`config.mk`:
```
export PLATFORM = sky130hd
export DESIGN_NAME = lrc_frame_sequencer
export DESIGN_NICKNAME = d
export VERILOG_FILES = /design/src/rtl/lrc_ctrl_pkg.sv /design/src/rtl/lrc_xy_counter.sv /design/src/rtl/lrc_frame_sequencer.sv
export SDC_FILE = /design/constraint.sdc
export NUM_CORES = 1
export LEC_CHECK = 0
export CAP_MARGIN = 10
export CORE_MARGIN = 5
export CORE_UTILIZATION = 45
export CTS_CLUSTER_SIZE = 28
export DETAILED_ROUTE_END_ITERATION = 16
export PLACE_DENSITY = 0.68
export SLEW_MARGIN = 10
export SYNTH_ARGS = -nofsm -noshare
export SYNTH_HDL_FRONTEND = slang
export SYNTH_SLANG_ARGS = --single-unit
```
`constraint.sdc`:
```
create_clock -name clk -period 4.07 [get_ports clk]
set_input_delay 0.814 -clock clk [delete_from_list [all_inputs] [get_ports clk]]
set_output_delay 0.814 -clock clk [all_outputs]
set_load 0.005 [all_outputs]
```
`src/rtl/lrc_ctrl_pkg.sv`:
```
// rtl/lrc_ctrl_pkg.sv - shared state type, constants and config rule for the LRC frame sequencer
//
// Purpose : common definitions imported by lrc_frame_sequencer and lrc_xy_counter.
// Contents: lrc_state_e    - frame sequencer states
//           LRC_MAX_RANGE  - column/align buffer depth, upper bound for the disparity range
//           LRC_TO_W       - default drain timeout counter width
//           timeout_term() - terminal value of a drain timeout counter of a given width
//           cfg_valid()    - frame configuration acceptance rule
package lrc_ctrl_pkg;

   typedef enum logic [2:0] {
      ST_IDLE,
      ST_CHECK,
      ST_RUN,
      ST_DRAIN,
      ST_DONE
   } lrc_state_e;

   localparam int unsigned LRC_MAX_RANGE = 270;
   localparam int unsigned LRC_TO_W      = 16;

   // All-ones value of a to_w-bit counter.
   function automatic int unsigned timeout_term(input int unsigned to_w);
      return (32'd1 << to_w) - 32'd1;
   endfunction

   // A frame needs at least two columns and one row, and the disparity search
   // must fit both inside the buffers and inside the image width.
   function automatic logic cfg_valid(input int unsigned width,
                                      input int unsigned height,
                                      input int unsigned rng,
                                      input int unsigned max_rng);
      return (width >= 2) && (height >= 1) && (rng >= 1) &&
             (rng <= max_rng) && (rng < width);
   endfunction

endpackage

```
`src/rtl/lrc_xy_counter.sv`:
```
// rtl/lrc_xy_counter.sv - raster x/y pixel counter with wrap limits
//
// Purpose: counts pixels in raster order; x wraps at x_max_i and then y advances.
// Ports  : clk_i    - clock
//          rst_ni   - asynchronous active-low reset
//          clr_i    - synchronous clear to (0,0), wins over en_i
//          en_i     - advance by one pixel
//          x_max_i  - last column index (width-1)
//          y_max_i  - last row index (height-1)
//          x_o, y_o - current pixel coordinate
//          last_o   - current coordinate is (x_max_i, y_max_i)
module lrc_xy_counter
   import lrc_ctrl_pkg::*;
#(
   parameter int XW = 11,
   parameter int YW = 11
) (
   input  logic          clk_i,
   input  logic          rst_ni,
   input  logic          clr_i,
   input  logic          en_i,
   input  logic [XW-1:0] x_max_i,
   input  logic [YW-1:0] y_max_i,
   output logic [XW-1:0] x_o,
   output logic [YW-1:0] y_o,
   output logic          last_o
);

   logic [XW-1:0] x_q, x_d;
   logic [YW-1:0] y_q, y_d;
   logic          x_wrap;
   logic          y_wrap;

   assign x_wrap = (x_q == x_max_i);
   assign y_wrap = (y_q == y_max_i);

   always_comb begin
      x_d = x_q;
      y_d = y_q;
      if (clr_i) begin
         x_d = '0;
         y_d = '0;
      end else if (en_i) begin
         if (x_wrap) begin
            x_d = '0;
            y_d = y_wrap ? '0 : y_q + YW'(1);
         end else begin
            x_d = x_q + XW'(1);
         end
      end
   end

   always_ff @(posedge clk_i or negedge rst_ni) begin
      if (!rst_ni) begin
         x_q <= '0;
         y_q <= '0;
      end else begin
         x_q <= x_d;
         y_q <= y_d;
      end
   end

   assign x_o    = x_q;
   assign y_o    = y_q;
   assign last_o = x_wrap && y_wrap;

endmodule

```
`src/rtl/lrc_frame_sequencer.sv`:
```
// rtl/lrc_frame_sequencer.sv - frame-level controller for the windowed LRC check datapath
//
// Purpose: latches and validates a per-frame configuration, gates the L/R disparity
//          valid strobes and the datapath clock enable under downstream back-pressure,
//          tracks output pixel coordinates and reports frame completion or timeout.
// Ports  : clk, rst (async active-low)
//          start, cfg_img_width, cfg_img_height, cfg_range, cfg_check_th, cfg_sel_col
//                                   - frame request and requested configuration
//          valid_L_in, valid_R_in   - raw disparity valids
//          valid_lrc_in             - datapath result valid
//          out_ready                - downstream accepts a result this cycle
//          img_width, range, check_th, sel_col - shadow configuration to the datapath
//          clken                    - datapath clock enable
//          valid_final_L/R          - gated disparity valids
//          x_out, y_out, eof_out    - coordinate and end-of-frame of the current result beat
//          busy, done               - frame in progress / one-cycle completion pulse
//          err_cfg, err_timeout     - sticky: last start rejected / last frame timed out
module lrc_frame_sequencer
   import lrc_ctrl_pkg::*;
#(
   parameter int          WW        = 11,
   parameter int          HW        = 11,
   parameter int          RW        = 9,
   parameter int          TW        = 18,
   parameter int unsigned MAX_RANGE = LRC_MAX_RANGE,
   parameter int          TO_W      = LRC_TO_W
) (
   input  logic          clk,
   input  logic          rst,
   input  logic          start,
   input  logic [WW-1:0] cfg_img_width,
   input  logic [HW-1:0] cfg_img_height,
   input  logic [RW-1:0] cfg_range,
   input  logic [TW-1:0] cfg_check_th,
   input  logic          cfg_sel_col,
   input  logic          valid_L_in,
   input  logic          valid_R_in,
   input  logic          valid_lrc_in,
   input  logic          out_ready,
   output logic [WW-1:0] img_width,
   output logic [RW-1:0] range,
   output logic [TW-1:0] check_th,
   output logic          sel_col,
   output logic          clken,
   output logic          valid_final_L,
   output logic          valid_final_R,
   output logic [WW-1:0] x_out,
   output logic [HW-1:0] y_out,
   output logic          eof_out,
   output logic          busy,
   output logic          done,
   output logic          err_cfg,
   output logic          err_timeout
);

   // Last idle count before the counter would reach its all-ones terminal value.
   localparam logic [TO_W-1:0] TO_LAST = TO_W'(timeout_term(TO_W) - 32'd1);

   lrc_state_e    state_q;
   logic [WW-1:0] img_width_q;
   logic [HW-1:0] img_height_q;
   logic [RW-1:0] range_q;
   logic [TW-1:0] check_th_q;
   logic          sel_col_q;
   logic [WW-1:0] w_max_q;
   logic [HW-1:0] h_max_q;
   logic          l_full_q, l_full_d;
   logic          r_full_q, r_full_d;
   logic [TO_W-1:0] to_cnt_q;
   logic          busy_q;
   logic          done_q;
   logic          err_cfg_q;
   logic          err_timeout_q;

   logic          cfg_ok;
   logic          in_frame;
   logic          clken_w;
   logic          vfl_w, vfr_w;
   logic          out_en;
   logic          eof_w;
   logic          cnt_clr;

   logic [WW-1:0] l_x, r_x, o_x;
   logic [HW-1:0] l_y, r_y, o_y;
   logic          l_last, r_last, o_last;
   logic          unused_lr_xy;

   assign cfg_ok = cfg_valid(32'(img_width_q), 32'(img_height_q), 32'(range_q), MAX_RANGE);

   assign in_frame = (state_q == ST_RUN) || (state_q == ST_DRAIN);
   assign clken_w  = in_frame && out_ready;
   assign vfl_w    = (state_q == ST_RUN) && valid_L_in && clken_w && !l_full_q;
   assign vfr_w    = (state_q == ST_RUN) && valid_R_in && clken_w && !r_full_q;
   assign out_en   = in_frame && valid_lrc_in;
   assign eof_w    = out_en && o_last;
   assign cnt_clr  = (state_q == ST_CHECK) && cfg_ok;

   // Full flags as they will be after this cycle, so RUN can leave on the
   // same edge that accepts the final pixel of the slower side.
   assign l_full_d = l_full_q || (vfl_w && l_last);
   assign r_full_d = r_full_q || (vfr_w && r_last);

   lrc_xy_counter #(.XW(WW), .YW(HW)) u_cnt_l (
      .clk_i   (clk),
      .rst_ni  (rst),
      .clr_i   (cnt_clr),
      .en_i    (vfl_w),
      .x_max_i (w_max_q),
      .y_max_i (h_max_q),
      .x_o     (l_x),
      .y_o     (l_y),
      .last_o  (l_last)
   );

   lrc_xy_counter #(.XW(WW), .YW(HW)) u_cnt_r (
      .clk_i   (clk),
      .rst_ni  (rst),
      .clr_i   (cnt_clr),
      .en_i    (vfr_w),
      .x_max_i (w_max_q),
      .y_max_i (h_max_q),
      .x_o     (r_x),
      .y_o     (r_y),
      .last_o  (r_last)
   );

   lrc_xy_counter #(.XW(WW), .YW(HW)) u_cnt_o (
      .clk_i   (clk),
      .rst_ni  (rst),
      .clr_i   (cnt_clr),
      .en_i    (out_en),
      .x_max_i (w_max_q),
      .y_max_i (h_max_q),
      .x_o     (o_x),
      .y_o     (o_y),
      .last_o  (o_last)
   );

   // Input-side counters matter only through their last flags.
   assign unused_lr_xy = ^{l_x, l_y, r_x, r_y};

   always_ff @(posedge clk or negedge rst) begin
      if (!rst) begin
         state_q       <= ST_IDLE;
         img_width_q   <= '0;
         img_height_q  <= '0;
         range_q       <= '0;
         check_th_q    <= '0;
         sel_col_q     <= 1'b0;
         w_max_q       <= '0;
         h_max_q       <= '0;
         l_full_q      <= 1'b0;
         r_full_q      <= 1'b0;
         to_cnt_q      <= '0;
         busy_q        <= 1'b0;
         done_q        <= 1'b0;
         err_cfg_q     <= 1'b0;
         err_timeout_q <= 1'b0;
      end else begin
         done_q <= 1'b0;
         case (state_q)
            ST_IDLE: begin
               if (start) begin
                  img_width_q   <= cfg_img_width;
                  img_height_q  <= cfg_img_height;
                  range_q       <= cfg_range;
                  check_th_q    <= cfg_check_th;
                  sel_col_q     <= cfg_sel_col;
                  err_cfg_q     <= 1'b0;
                  err_timeout_q <= 1'b0;
                  busy_q        <= 1'b1;
                  state_q       <= ST_CHECK;
               end
            end
            ST_CHECK: begin
               if (cfg_ok) begin
                  w_max_q  <= img_width_q - WW'(1);
                  h_max_q  <= img_height_q - HW'(1);
                  l_full_q <= 1'b0;
                  r_full_q <= 1'b0;
                  to_cnt_q <= '0;
                  state_q  <= ST_RUN;
               end else begin
                  err_cfg_q <= 1'b1;
                  busy_q    <= 1'b0;
                  state_q   <= ST_IDLE;
               end
            end
            ST_RUN: begin
               l_full_q <= l_full_d;
               r_full_q <= r_full_d;
               if (eof_w) begin
                  busy_q  <= 1'b0;
                  done_q  <= 1'b1;
                  state_q <= ST_DONE;
               end else if (l_full_d && r_full_d) begin
                  state_q <= ST_DRAIN;
               end
            end
            ST_DRAIN: begin
               if (eof_w) begin
                  busy_q  <= 1'b0;
                  done_q  <= 1'b1;
                  state_q <= ST_DONE;
               end else if (valid_lrc_in) begin
                  to_cnt_q <= '0;
               end else if (to_cnt_q == TO_LAST) begin
                  to_cnt_q      <= to_cnt_q + TO_W'(1);
                  err_timeout_q <= 1'b1;
                  busy_q        <= 1'b0;
                  done_q        <= 1'b1;
                  state_q       <= ST_DONE;
               end else begin
                  to_cnt_q <= to_cnt_q + TO_W'(1);
               end
            end
            ST_DONE: begin
               state_q <= ST_IDLE;
            end
            default: begin
               state_q <= ST_IDLE;
            end
         endcase
      end
   end

   assign img_width     = img_width_q;
   assign range         = range_q;
   assign check_th      = check_th_q;
   assign sel_col       = sel_col_q;
   assign clken         = clken_w;
   assign valid_final_L = vfl_w;
   assign valid_final_R = vfr_w;
   assign x_out         = o_x;
   assign y_out         = o_y;
   assign eof_out       = eof_w;
   assign busy          = busy_q;
   assign done          = done_q;
   assign err_cfg       = err_cfg_q;
   assign err_timeout   = err_timeout_q;

endmodule

```
==> results.md, run 1 <==
* Final WS setup at 0.522 ns
* Chip height at 151 um
* Synth top cells by count: dfrtp_1 (163), o21ai_0 (99), nor2_1 (75), xnor2_1 (71), nand2_1 (62)
* Final Wtd Congestion at 0.839
* Core ar. at 19500 sq um
* Cell Area, Synth at 8930 sq um
* Via Count at 7529
* Port Buffers at 125
* # resized after CTS at 0
* Cell with the most instances after synthesis: dfrtp_1
* Iter 0 DRT Violations at 386
* CP required at 3.26 ns
* Synthesized net count at 1009
* P_sw at 2.51 mW
* Synth warn at 0
* Total die area at 22800 sq um
* Total power at 6.87 mW
* Dpl ws at 0.542 ns
* # DRC at 0
* Leak Pwr at 4.37 nW
* Reg2reg start: img_width[4]
* P_int at 4.37 mW
* Multi-input logic area at 4640 sq um
* Share of cells above drive strength 1 at 0.109
* Slew @ Worst Pin at 0.927 ns
* Clock latency on the worst-skew pair at 0.43 ns
* Horiz. Die Dim at 151 um
* Fin crit period at 3.55 ns
* Hold slack at 0.436 ns
* Remaining antenna violation count at 0
* Clock Power Share at 0.236
* Hold WC Path Type: input pin to asynchronous set/reset pin
* Filler cell count at 1800
* Post-CTS Setup Bufs at 0
* Antenna Cells at 0
* Sequential fraction of design power at 0.392
* Max Slew Vio Count at 0
* Metal3 WL at 1.94 mm
* Clk slew on worst S/H paths at 0.07 ns
* Crit Path Max Fanout at 13
* Mapped Cells at 932
* Area grow syn2layout at 24.1%
* GRT Residual Overflow at 0
* TritonCTS clock tree: done
* CTS Root Cell: clkbuf_16
* Post-synth top area share at 0.457
* Crit end category: output port
* Hpwl dp at 16.6 mm
* Gate power share at 0.372
* Leading area contributor after synthesis: dfrtp_1
* Max Cap Viol at 0
* Status: completed
* H-tree depth at 4
* Setup CP Type: input pin to output port
* Crit path launch: out_ready
* Primary FF master, synth: dfrtp_1
* Via density at 5.67
* First-pass GRT wire length at 38.9 mm
* FF+latch area at 4080 sq um
* Highest clock rate at 0.282 GHz
* Number of CTS-inserted buffers at 17
* Hold Vio Cnt, Final at 0
* Cts hold-fix bufs at 0
* CP Launch Type: input pin
* CTS Buffer Depth at 2
* Worst Clk Skew at 0.0123 ns
* Drt wl/cell at 17.6 um
* Final setup vio count at 0
* DR pass1 iterations at 4
* Net Sw Frac at 0.365
* Worst vdd ir at 399 uV
* CP arrival at 2.73 ns
* # nets final at 1129
* Pin count of the biggest net entering global routing at 92
* Row Count at 51
* Sequential-to-total area share from yosys stat at 0.457
* Syn Area/Cell at 9.58 sq um
* Max reg flops at 18
* EDFF count, synth at 0
* Gr usage total at 0.213
* RSZ-0062 raised after global routing: no
* Fin crit share at 0.872
* #FFs+latches synth at 163
* Final TNS setup at 0 ns
* Yosys cell types at 62
* TritonCTS Sinks at 163
* WL final at 23.4 mm
* Synth top area cells: dfrtp_1 (46%), xnor2_1 (7.0%), o21ai_0 (5.5%)
* Initial antenna violation count at 0
* Wire length on met2 at 10.7 mm
* Initial Util at 0.457
* Top routing layer used: met4
* Relative slew slack at 0.377
* Power Density at 620 nW/um^2
* Io pins at 126
* Fraction of registers with async set/reset at 1.00
* Met1 Wirelength at 10.5 mm
* Number of global-route vias before repair at 7362
-- worst paths after layout --
kind,end,slack (ns),depth (start not counted)
min in group clk,to_cnt_q[9],0.50,1
max reg2reg,l_full_q,0.99,10
max in group asynchronous,u_cnt_l.y_o[5],2.72,2
min reg2reg,to_cnt_q[9],0.50,1
min,check_th[0],0.44,1
max,valid_final_R,0.52,5
-- power by group through the flow --
stage	Clock (mW)	Sequential, mW	Combinational (mW)
floorplan	0	2.54	1.58
global placement	0	2.70	2.53
detailed placement	0	2.72	2.56
CTS	1.66	2.69	2.59
global route	1.73	2.78	2.87
finish	1.62	2.69	2.56
-- worst max-delay path: stages --
cell and delay, ns:
clkdlybuf4s50_1 0.56, nand4bb_4 0.15, or3b_4 0.50, inv_1 0.18, clkdlybuf4s50_1 0.53
-- logic make-up after synthesis --
kind of cell / after synthesis / synth area share
AND/OR/NAND/NOR: 330 / 0.195
AO/OA/AOI/OAI: 236 / 0.158
flip-flops: 163 / 0.457
XOR/XNOR: 82 / 0.0804
buffers and inverters: 57 / 0.0262
multiplexers: 44 / 0.0553
adder cells (fa/ha/maj): 20 / 0.0280
-- cell usage in the layout, fill, tap and decap left out, types with 23 or more instances in the layout --
cell type        instances
and3_1                  25
clkdlybuf4s50_1        124
nor2_1                  73
xnor2_1                 71
mux2_2                  43
a21oi_1                 56
nand3_1                 37
dfrtp_1                163
nand3b_1                23
o21ai_0                 99
nand2_1                 62
-- through the flow --
stage	utilization	instance area [sq um]	std cells
floorplan	-	8930	932
global placement	0.538	10500	1298
detailed placement	0.538	10500	1298
CTS	0.568	11100	1329
global route	0.568	11100	1329
finish	0.568	11100	1329
-- layer usage --
layer  vias to the layer above  GRT usage
met1                      3654      0.295
met2                       232      0.325
li1                       3623          -
met4                         0     0.0471
met3                        20     0.0760
met5                         -          0
-- final cells by class --
| type | count | share of cell area |
|---|---|---|
| Multi-Input combinational cell | 712 | 0.418 |
| Clock inverter | 12 | 0.0130 |
| Tap cell | 265 | 0.0299 |
| Timing Repair Buffer | 141 | 0.125 |
| Clock buffer | 19 | 0.0400 |
| Inverter | 17 | 0.00576 |
| Sequential cell | 163 | 0.368 |
(Power assumes the default switching activity.)
==> run 2: changes to the inputs <==
--- a/config.mk
+++ b/config.mk
@@ -7,10 +7,10 @@
 export LEC_CHECK = 0
 export CAP_MARGIN = 10
 export CORE_MARGIN = 5
-export CORE_UTILIZATION = 45
+export CORE_UTILIZATION = 25
 export CTS_CLUSTER_SIZE = 28
 export DETAILED_ROUTE_END_ITERATION = 16
-export PLACE_DENSITY = 0.68
+export PLACE_DENSITY = 0.43
 export SLEW_MARGIN = 10
 export SYNTH_ARGS = -nofsm -noshare
 export SYNTH_HDL_FRONTEND = slang
==> run 2 against run 1 <==
Sequential power up 1%. First-iteration DRC count rose by 34%. Utilization decreased by 25 points. Cell area is 2.8% higher. Clock skew increased by 0.0013 ns. Fmax down 0.24%. Final cell count rose by 15%.
==> results.md, run 2 (synthesis results as in run 1) <==
* Crit end category: output port
* Port Buffers at 125
* Leak Pwr at 4.41 nW
* Slew @ Worst Pin at 0.662 ns
* First-pass GRT wire length at 43.8 mm
* Crit Path Max Fanout at 13
* Max reg flops at 18
* Via density at 4.83
* Max Cap Viol at 0
* Total power at 7.01 mW
* TritonCTS Sinks at 163
* CP arrival at 2.74 ns
* Core Util, Final at 0.322
* Share of cells above drive strength 1 at 0.114
* Worst Clk Skew at 0.0136 ns
* Total die area at 39600 sq um
* # resized after CTS at 0
* R2r setup slk at 1.26 ns
* Reg-to-reg endpoint: u_cnt_r.y_o[3]
* Hold slack at 0.387 ns
* Final TNS setup at 0 ns
* Number of global-route vias before repair at 7559
* Cts hold-fix bufs at 0
* CP Launch Type: input pin
* DR pass1 iterations at 5
* Post-CTS Setup Bufs at 0
* Power Density at 615 nW/um^2
* # nets final at 1133
* Relative slew slack at 0.559
* Core ar. at 35400 sq um
* Remaining antenna violation count at 0
* Initial Util at 0.252
* Critical Path Sink: valid_final_R
* R2r worst-path depth at 6
* Row Count at 69
* CTS Buffer Depth at 2
* Drt wl/cell at 17.5 um
* CTS Root Cell: clkbuf_16
* Final Wtd Congestion at 0.764
* Antenna Cells at 0
* Hold WC Path Type: input pin to asynchronous set/reset pin
* Highest clock rate at 0.281 GHz
* WL final at 26.8 mm
* Fin crit period at 3.56 ns
* Worst vdd ir at 257 uV
* Hold Vio Cnt, Final at 0
* Iter 0 DRT Violations at 517
* H-tree depth at 4
* Clock latency on the worst-skew pair at 0.44 ns
* Initial antenna violation count at 1
* CP required at 3.26 ns
* Pin count of the biggest net entering global routing at 66
* Clk slew on worst S/H paths at 0.06 ns
* Reg2reg start: state_q[0]
* Hpwl dp at 19.2 mm
* # DRC at 0
* Number of CTS-inserted buffers at 17
* GRT Residual Overflow at 0
* RSZ-0062 raised after global routing: no
* Setup CP Type: input pin to output port
* Horiz. Die Dim at 199 um
* Fin crit share at 0.874
* Via Count at 7388
* Final setup vio count at 0
* Area grow syn2layout at 27.6%
* Status: completed
* Max Slew Vio Count at 0
* Gr usage total at 0.139
* TritonCTS clock tree: done
* Most frequent cells in the layout: dfrtp_1 (163), clkdlybuf4s50_1 (124), o21ai_0 (99)
* Most common cell after layout, fill and taps aside: dfrtp_1
* Io pins at 126
* Crit path launch: out_ready
* Chip height at 199 um
## run 2: cell count changes in the layout (fill, tap and decap cells not counted)
| cell | previous run | this run |
|---|---|---|
| clkinv_2 | 1 | 4 |
| inv_6 | 4 | 0 |
| clkinv_4 | 2 | 3 |
| clkbuf_8 | 1 | 2 |
| inv_8 | 1 | 0 |
| clkbuf_1 | 1 | 0 |
| buf_12 | 1 | 2 |
| buf_4 | 15 | 18 |
| bufinv_16 | 2 | 3 |
| clkinvlp_4 | 2 | 3 |
## run 2: worst max-delay path, cell delays in order
cell and delay, ns:
clkdlybuf4s50_1 0.54, nand4bb_4 0.16, or3b_4 0.51, inv_1 0.18
clkdlybuf4s50_1 0.54
## run 2: power by group
group          internal [mW]  switching [mW]  total [mW]
Combinational           1.37            1.21        2.58
Clock                  0.997           0.707        1.70
Sequential              2.08           0.657        2.73
## run 2: how the worst min path moves through the flow
stage	startpoint	endpoint	slack [ns]	depth (start not counted)
after floorplan	to_cnt_q[9]	to_cnt_q[9]	0.45	1
after global placement	err_timeout	err_timeout	0.48	1
after detailed placement	to_cnt_q[9]	to_cnt_q[9]	0.48	1
after CTS	rst	img_width[5]	0.41	1
after global routing	rst	img_height_q[1]	0.43	1
final	rst	img_height_q[0]	0.39	1
## run 2: routing by layer
layer  vias to the layer above  GRT usage  wire [um]
met5                         -          0         13
met4                         2     0.0296        246
met3                        18     0.0442       1650
met2                       150      0.213      11900
met1                      3599      0.193      12900
li1                       3619          -          -
## run 2: through the flow
stage	instance area, sq um	cells	setup slack, ns
after global routing	11400	1530	0.415
final	11400	1530	0.513
after detailed placement	10800	1498	0.475
after floorplan	8930	932	1.57
after CTS	11400	1530	0.476
after global placement	10800	1498	0.504
## run 2: area by class of cell
class                      instances  area (sq um)
tap                              461           577
clock buffer                      19           453
clock inverter                    13           159
multi-input combinational        712          4640
timing repair buffer             145          1430
inverter                          17          63.8
sequential                       163          4080
fill                            3691         24000
==> run 3: changes to the inputs <==
==> constraint.sdc (replaced) <==
create_clock -name clk -period 3.73 [get_ports clk]
set_input_delay 0.9325 -clock clk [delete_from_list [all_inputs] [get_ports clk]]
set_output_delay 0.9325 -clock clk [all_outputs]
set_load 0.005 [all_outputs]
==> run 3 against run 2 <==
Worst setup slack lost 0.38 ns. Combinational power grew 12%. Non-clock buffer count grew 10. Cell area grew 0.83%. Routed wire length grew 0.76%. Critical path type unchanged. Largest power group unchanged.
==> results.md, run 3 (synthesis results as in run 1) <==
* Hold Path Stages at 1
* Number of global-route vias before repair at 7632
* Hold WC Path Type: flop to flop
* Post-Place Cell Area at 10900 sq um
* Crit path cell chain: clkdlybuf4s50_1, nand4bb_4, or3b_4, inv_1, clkdlybuf4s50_1
* Clock latency on the worst-skew pair at 0.43 ns
* Final setup vio count at 0
* Power Density at 674 nW/um^2
* Worst vdd ir at 294 uV
* Row Count at 69
* Fin crit period at 3.59 ns
* Setup CP Type: input pin to output port
* H-tree depth at 4
* Hold_sp: check_th[0]
* Io pins at 126
* Iter 0 DRT Violations at 421
* Most used cell, CP: clkdlybuf4s50_1
* CTS Buffer Depth at 2
* Core ar. at 35400 sq um
* Fin crit share at 0.964
* Hold Vio Cnt, Final at 0
* Initial Util at 0.252
* Number of CTS-inserted buffers at 17
* RSZ-0062 raised after global routing: no
* Kind of cell adding the most delay to the critical path: buffers and inverters
* DR pass1 iterations at 4
* Core Util, Final at 0.325
* CTS Root Cell: clkbuf_16
* R2r worst-path depth at 9
* Most frequent cells in the layout: dfrtp_1 (163), clkdlybuf4s50_1 (124), o21ai_0 (99)
* Fin area at 11500 sq um
* Relative slew slack at 0.487
* Clk slew on worst S/H paths at 0.06 ns
* Worst Clk Skew at 0.0122 ns
* Dpl ws at 0.104 ns
* Placed Cells at 1508
* Final Wtd Congestion at 0.769
* Drt wl/cell at 17.5 um
* # DRC at 0
* Reg-to-reg endpoint: u_cnt_r.y_o[1]
* Final TNS setup at 0 ns
* TritonCTS clock tree: done
* Antenna Cells at 0
* Filler cell count at 3665
* Most common cell after layout, fill and taps aside: dfrtp_1
* Final Non-Filler Cells at 1540
* CP Launch Type: input pin
* Share of cells above drive strength 1 at 0.121
* Max Slew Vio Count at 0
* Total power at 7.74 mW
* Crit end category: output port
* Max Cap Viol at 0
* GRT Residual Overflow at 0
* Highest clock rate at 0.278 GHz
* WL final at 27.0 mm
* Leak Pwr at 4.47 nW
* Initial antenna violation count at 1
* Pin count of the biggest net entering global routing at 76
* Horiz. Die Dim at 199 um
* Port Buffers at 125
* # nets final at 1143
* Crit Path Max Fanout at 3
* Critical-path top delay cell: clkdlybuf4s50_1
* Status: completed
* Crit path buf inv count at 3
* Chip height at 199 um
* Remaining antenna violation count at 0
* Multi-input logic area at 4640 sq um
* Hold slack at 0.505 ns
* Via density at 4.83
* Reg2reg start: img_width[4]
* Slew @ Worst Pin at 0.770 ns
* First-pass GRT wire length at 43.6 mm
* Area grow syn2layout at 28.7%
* Max reg flops at 18
* FF+latch area at 4080 sq um
* TritonCTS Sinks at 163
* Hold-critical path endpoint: check_th[0]
* Final WS setup at 0.135 ns
* Via Count at 7442
* Cts hold-fix bufs at 0
* Gr usage total at 0.139
* CP peak stage delay at 0.52 ns
* Total die area at 39600 sq um
* CP arrival at 2.66 ns
* R2r setup slk at 0.88 ns
* CP required at 2.80 ns
* Hpwl dp at 19.2 mm
-- run 3: worst max path at each step --
stage	start	to	cells after the start
detailed placement	out_ready	valid_final_R	5
CTS	h_max_q[5]	eof_out	6
floorplan	out_ready	u_cnt_r.y_o[5]	7
global route	out_ready	valid_final_R	5
finish	out_ready	valid_final_R	5
global placement	out_ready	valid_final_R	5
-- run 3: routing by layer --
metal / global-route usage / vias up / routed length (um)
met4: 0.0342 / 2 / 390
met5: 0 / - / 7
li1: - / 3634 / -
met1: 0.185 / 3642 / 12700
met2: 0.215 / 144 / 12100
met3: 0.0496 / 20 / 1770
-- run 3: where the power goes --
part           switching (mW)  internal (mW)  leakage, nW  total (mW)
Clock                   0.763           1.14        0.295        1.90
Combinational            1.36           1.52         2.04        2.88
Sequential              0.698           2.27         2.12        2.96
Total                    2.82           4.92         4.47        7.74
-- run 3: worst reg2reg max path: stages, from the launching register on --
cell and delay [ns]:
dfrtp_1 0.45, inv_1 0.14, ha_1 0.33, a211oi_1 0.24, nor2_1 0.07, a211oi_1 0.19
o211ai_1 0.19, buf_4 0.27, or2_2 0.53, a32o_1 0.34
-- run 3: area by class of cell --
class	instances	share of cell area
Clock inverter	13	0.0159
Inverter	17	0.00555
Sequential cell	163	0.355
Timing Repair Buffer	155	0.131
Clock buffer	19	0.0385
Tap cell	461	0.0502
Multi-Input combinational cell	712	0.404
-- run 3: timing repair --
item | CTS | global route
setup buffers | 0 | 0
resized for setup | 0 | 1
endpoints found under the setup margin | 0 | 1
hold endpoints to repair | 0 | 0
